==> src/rtl/csa_pkg.sv <==
// Shared constants and helpers for the carry-select adder.
// Holds the default operand/block widths and the block-count function.
package csa_pkg;

  localparam int DEF_IN_DATAWIDTH = 4;
  localparam int DEF_BLOCK_WIDTH  = 2;

  // Number of carry-select blocks; the last one is narrower when width is not a multiple.
  function automatic int csa_nblocks(input int width, input int block_width);
    return (width + block_width - 1) / block_width;
  endfunction

  // Blocks 0..floor(nblocks/2) form the early stage when the pipeline register is enabled.
  function automatic int csa_split_blocks(input int nblocks);
    return (nblocks / 2 + 1 > nblocks) ? nblocks : nblocks / 2 + 1;
  endfunction

endpackage

==> src/rtl/csa_block.sv <==
// One carry-select block: two ripple adders (carry-in 0 and 1) and a 2:1 select on c_in.
// With DUAL=0 the block is a single ripple adder fed directly by c_in (used for block 0).
module csa_block #(
  parameter int W    = 2,
  parameter bit DUAL = 1'b1
) (
  input  logic [W-1:0] a,
  input  logic [W-1:0] b,
  input  logic         c_in,
  output logic [W-1:0] s,
  output logic         c_out
);

  // Returns {carry_out, sum}.
  function automatic logic [W:0] ripple(input logic [W-1:0] x,
                                        input logic [W-1:0] y,
                                        input logic         ci);
    logic [W:0] r;
    logic       c;
    c = ci;
    for (int i = 0; i < W; i++) begin
      r[i] = x[i] ^ y[i] ^ c;
      c    = (x[i] & y[i]) | (c & (x[i] ^ y[i]));
    end
    r[W] = c;
    return r;
  endfunction

  if (DUAL) begin : g_dual
    logic [W:0] r0;
    logic [W:0] r1;
    assign r0 = ripple(a, b, 1'b0);
    assign r1 = ripple(a, b, 1'b1);
    assign {c_out, s} = c_in ? r1 : r0;
  end else begin : g_single
    assign {c_out, s} = ripple(a, b, c_in);
  end

endmodule

==> src/rtl/n_bit_csa_adder.sv <==
// Registered carry-select adder: sum = in1 + in2 + cin, MSB of sum is the carry-out.
// Define N_BIT_CSA_ADDER_PIPE_EN to add a mid-chain register (latency 2 instead of 1).
module n_bit_csa_adder
  import csa_pkg::*;
#(
  parameter int IN_DATAWIDTH  = DEF_IN_DATAWIDTH,
  parameter int OUT_DATAWIDTH = IN_DATAWIDTH + 1,
  parameter int BLOCK_WIDTH   = DEF_BLOCK_WIDTH
) (
  input  logic                     clk,
  input  logic                     rst_n,
  input  logic                     in_valid,
  input  logic [IN_DATAWIDTH-1:0]  in1,
  input  logic [IN_DATAWIDTH-1:0]  in2,
  input  logic                     cin,
  output logic [OUT_DATAWIDTH-1:0] sum,
  output logic                     out_valid
);

  localparam int NBLK = csa_nblocks(IN_DATAWIDTH, BLOCK_WIDTH);

  logic [NBLK:0]            carry;
  logic [IN_DATAWIDTH-1:0]  blk_s;
  logic [OUT_DATAWIDTH-1:0] res;
  logic                     res_v;

  assign carry[0] = cin;

`ifdef N_BIT_CSA_ADDER_PIPE_EN
  localparam int SPLIT = csa_split_blocks(NBLK);
  localparam int LOW_W = (SPLIT * BLOCK_WIDTH > IN_DATAWIDTH) ? IN_DATAWIDTH
                                                              : SPLIT * BLOCK_WIDTH;

  logic                    p_v;
  logic                    p_c;
  logic [LOW_W-1:0]        p_lo;
  logic [IN_DATAWIDTH-1:0] p_a;
  logic [IN_DATAWIDTH-1:0] p_b;

  // NOTE: flops use non-blocking (<=) so every register samples pre-edge values;
  // blocking (=) is reserved for combinational chaining such as the ripple function.
  always_ff @(posedge clk or negedge rst_n) begin
    if (!rst_n) begin
      p_v  <= 1'b0;
      p_c  <= 1'b0;
      p_lo <= '0;
      p_a  <= '0;
      p_b  <= '0;
    end else begin
      p_v <= in_valid;
      if (in_valid) begin
        p_lo <= blk_s[LOW_W-1:0];
        p_c  <= carry[SPLIT];
        p_a  <= in1;
        p_b  <= in2;
      end
    end
  end
`endif

  for (genvar k = 0; k < NBLK; k++) begin : g_blk
    localparam int LO = k * BLOCK_WIDTH;
    localparam int BW = (k == NBLK - 1) ? IN_DATAWIDTH - LO : BLOCK_WIDTH;

    logic [BW-1:0] a_k;
    logic [BW-1:0] b_k;
    logic          c_k;

`ifdef N_BIT_CSA_ADDER_PIPE_EN
    if (k >= SPLIT) begin : g_late
      assign a_k = p_a[LO +: BW];
      assign b_k = p_b[LO +: BW];
      if (k == SPLIT) begin : g_first
        assign c_k = p_c;
      end else begin : g_rest
        assign c_k = carry[k];
      end
    end else begin : g_early
      assign a_k = in1[LO +: BW];
      assign b_k = in2[LO +: BW];
      assign c_k = carry[k];
    end
`else
    assign a_k = in1[LO +: BW];
    assign b_k = in2[LO +: BW];
    assign c_k = carry[k];
`endif

    csa_block #(
      .W    (BW),
      .DUAL (k != 0)
    ) u_blk (
      .a     (a_k),
      .b     (b_k),
      .c_in  (c_k),
      .s     (blk_s[LO +: BW]),
      .c_out (carry[k+1])
    );
  end

`ifdef N_BIT_CSA_ADDER_PIPE_EN
  // When the early stage covers every block, the registered carry is the carry-out.
  if (SPLIT == NBLK) begin : g_res_full
    assign res = {p_c, p_lo};
  end else begin : g_res_split
    assign res = {carry[NBLK], blk_s[IN_DATAWIDTH-1:LOW_W], p_lo};
  end
  assign res_v = p_v;
`else
  assign res   = {carry[NBLK], blk_s};
  assign res_v = in_valid;
`endif

  always_ff @(posedge clk or negedge rst_n) begin
    if (!rst_n) begin
      sum       <= '0;
      out_valid <= 1'b0;
    end else begin
      out_valid <= res_v;
      if (res_v) sum <= res;
    end
  end

endmodule

==> config.mk <==
export PLATFORM = sky130hd
export DESIGN_NAME = n_bit_csa_adder
export DESIGN_NICKNAME = d
export VERILOG_FILES = /design/src/rtl/csa_pkg.sv /design/src/rtl/csa_block.sv /design/src/rtl/n_bit_csa_adder.sv
export SDC_FILE = /design/constraint.sdc
export NUM_CORES = 1
export LEC_CHECK = 0
export ABC_AREA = 0
export BUFFER_PORTS_ARGS = -buffer_cell sky130_fd_sc_hd__buf_2
export CAP_MARGIN = 20
export CORE_AREA = 2 2 39 41
export CTS_BUF_LIST = sky130_fd_sc_hd__clkbuf_8
export CTS_CLUSTER_DIAMETER = 60
export DETAILED_ROUTE_END_ITERATION = 10
export DIE_AREA = 0 0 41 43
export HOLD_SLACK_MARGIN = 0.15
export PLACE_DENSITY = 0.5
export SLEW_MARGIN = 20
export SYNTH_ARGS = -nofsm -noshare
export SYNTH_HDL_FRONTEND = slang
export SYNTH_HIERARCHICAL = 1
export SYNTH_SLANG_ARGS = --single-unit
==> constraint.sdc <==
create_clock -name clk -period 1.1 [get_ports clk]
set_clock_uncertainty 0.2 [all_clocks]
set_input_delay 0.22 -clock clk [delete_from_list [all_inputs] [get_ports clk]]
set_output_delay 0.22 -clock clk [all_outputs]
set_load 0.02 [all_outputs]
==> flow_metrics.tcl <==
set metrics [dict create \
    outcome "finished with violations" \
    violations "negative setup slack" \
    total_leakage_power_nw 0.354 \
    area_growth_pct 74.1 \
    ys_warn_count 6 \
    sw_frac_of_total 0.264 \
    multi_input_area_um2 180 \
    p_per_area_nw_per_um2 1490 \
    setup_viol 11 \
    critPathKind "input port to flop" \
    rsz0062_at_grt "yes" \
    cts_buffers 3 \
    clkSlewWorstSetupHoldPaths_ns 0.03 \
    wl_per_cell_um 9.07 \
    setup-tns-final_ns -3.14 \
    r2r_end "sum[1]" \
    place_area_um2 503 \
    n_antenna_cell 0 \
    critPathLaunch "in1[0]" \
    numPortBuffers 17 \
    crit_path_end "sum[3]" \
    pwr-share-comb 0.358 \
    dr.pass1.iters 1 \
    rows 14 \
    final_util 0.461 \
    io_pins 18 \
    timing_hold_violations_final 0 \
    avgSynthCellArea_um2 11.1 \
    power_frac_seq 0.308 \
    cts_tree "done" \
    overflow 0 \
    fin_crit_ns 2.04 \
    place_inst 67 \
    max-vdd-ir-drop_mv 0.524 \
    num_vias 295 \
    final_area_um2 638 \
    dieArea_um2 1760 \
    gp_congestion 0.548 \
    die_h_um 43 \
    ys_seq_area_frac 0.410 \
    start_util 0.265 \
    tightest_slew_ns 0.157 \
    p_sw_mw 0.252 \
    maxCapViolations 0 \
    syn_nets 50 \
    grt_pass1_wl_um 1150 \
    grt_max_degree 7 \
    fmaxAchievable_mhz 489 \
    critPathLaunchType "input port" \
    r2r-start "sum[1]" \
    drtAntennaViolNets 0 \
    vias_per_cell 3.93 \
    p_int_mw 0.701 \
    clock_sinks 6 \
    synthDistinctLibCells 7 \
    synth_cells 33 \
    ff2ff_setup_slack_ns 0 \
    slew_headroom 0.894 \
    first_global_vias 308 \
    clk_latency_ns 0.22 \
    antenna_found_initial 0 \
    hp-class "input port to asynchronous set/reset pin" \
    drt_iter0_markers 0 \
    register_area_um2 150 \
    synth.cell_area_um2 367 \
    root_buffer "clkbuf_8" \
    report.final.slew_viol_count 0 \
    die_w_um 41 \
    routed_wl_um 680 \
    clkPwrFrac 0.334 \
    nNetsFinal 78 \
    final_layout_size_suffix_gt1_frac 0.610 \
    r2r_cells 2 \
    drc 0 \
    min_period_over_period 1.86 \
    grtUsageTotal 0.0992 \
    cts_htree_levels 1 \
    yosys_register_bits 6 \
    cts_max_path_buffers 2 \
    fill_cells 147 \
    finalNonFillerCells 75 \
    arrival_ns 1.94 \
    path_max_fanout 2 \
    worstSetupEndpointType "flop" \
    required_ns 1.00 \
    core_area_um2 1380 \
    setup_ws_ns -0.945 \
]
how the worst min path moves through the flow:
stage	end	slack, ns	cells after the start
6_report	sum[0]	0.16	2
5_1_grt	sum[2]	0.19	2
4_1_cts	out_valid	0.16	2
3_5_place_dp	sum[0]	-0.15	1
3_3_place_gp	sum[1]	-0.15	1
2_1_floorplan	out_valid	-0.28	0
cells in the final DEF, fill, tap and decap left out, drive strengths merged:
| cell type | count |
|---|---|
| buf | 21 |
| clkbuf | 3 |
| dfrtp | 6 |
| dlygate4sd3 | 2 |
| fa | 3 |
| ha | 2 |
| inv | 15 |
| mux2 | 5 |
| mux2i | 1 |
| xor2 | 1 |
stage by stage:
| stage | total power, mW | hold WS, ns | setup slack, ns |
|---|---|---|---|
| floorplan | 0.441 | -0.276 | -1.05 |
| global placement | 0.528 | -0.150 | -1.24 |
| detailed placement | 0.533 | -0.150 | -1.25 |
| CTS | 0.959 | 0.162 | -0.958 |
| global route | 1.01 | 0.192 | -0.981 |
| finish | 0.953 | 0.164 | -0.945 |
state kept, by name, indices dropped and copies added, names as in the netlist:
register   count
out_valid      1
sum            5
timing repair:
action	in CTS	in global routing
setup buffers	3	0
pin swaps	0	0
hold buffers	2	0
resized for setup	15	2
endpoints found under the hold margin	7	0
endpoints found under the setup margin	11	11
power by group through the flow:
stage / combinational, mW / clock [mW] / sequential (mW)
CTS: 0.340 / 0.327 / 0.293
global placement: 0.243 / 0 / 0.285
floorplan: 0.103 / 0 / 0.338
global route: 0.372 / 0.342 / 0.300
finish: 0.341 / 0.318 / 0.294
detailed placement: 0.245 / 0 / 0.287
cell families after synthesis:
| family | Yosys count | synth area share |
|---|---|---|
| buf+inv | 15 | 0.154 |
| mux | 6 | 0.181 |
| flops | 6 | 0.410 |
| fa+ha+maj | 5 | 0.232 |
| xor+xnor | 1 | 0.0239 |
cells in the mapped netlist:
master | count | area [um2]
inv_1 | 15 | 56.3
mux2_2 | 5 | 56.3
fa_1 | 3 | 60.1
xor2_1 | 1 | 8.76
mux2i_1 | 1 | 10.0
ha_1 | 2 | 25.0
dfrtp_1 | 6 | 150
area by class of cell:
type,count,area share
Sequential cell,6,0.235
Inverter,15,0.100
Tap cell,16,0.0314
Multi-Input combinational cell,12,0.282
Clock buffer,3,0.0647
Timing Repair Buffer,23,0.286
critical path: stages:
cell     delay (ns)
buf_8          0.08
inv_8          0.02
fa_2           0.37
fa_2           0.34
inv_2          0.08
mux2i_2        0.07
fa_1           0.47
inv_1          0.04
mux2_2         0.25
routing by layer:
| metal | share of wire | vias up | GRT usage |
|---|---|---|---|
| met5 | 0 | - | 0 |
| met4 | 0 | 0 | 0.0600 |
| met3 | 0.038 | 0 | 0.0157 |
| met2 | 0.58 | 10 | 0.178 |
| met1 | 0.38 | 142 | 0.0957 |
| li1 | - | 143 | - |
Power figures use the tool's default switching activity.
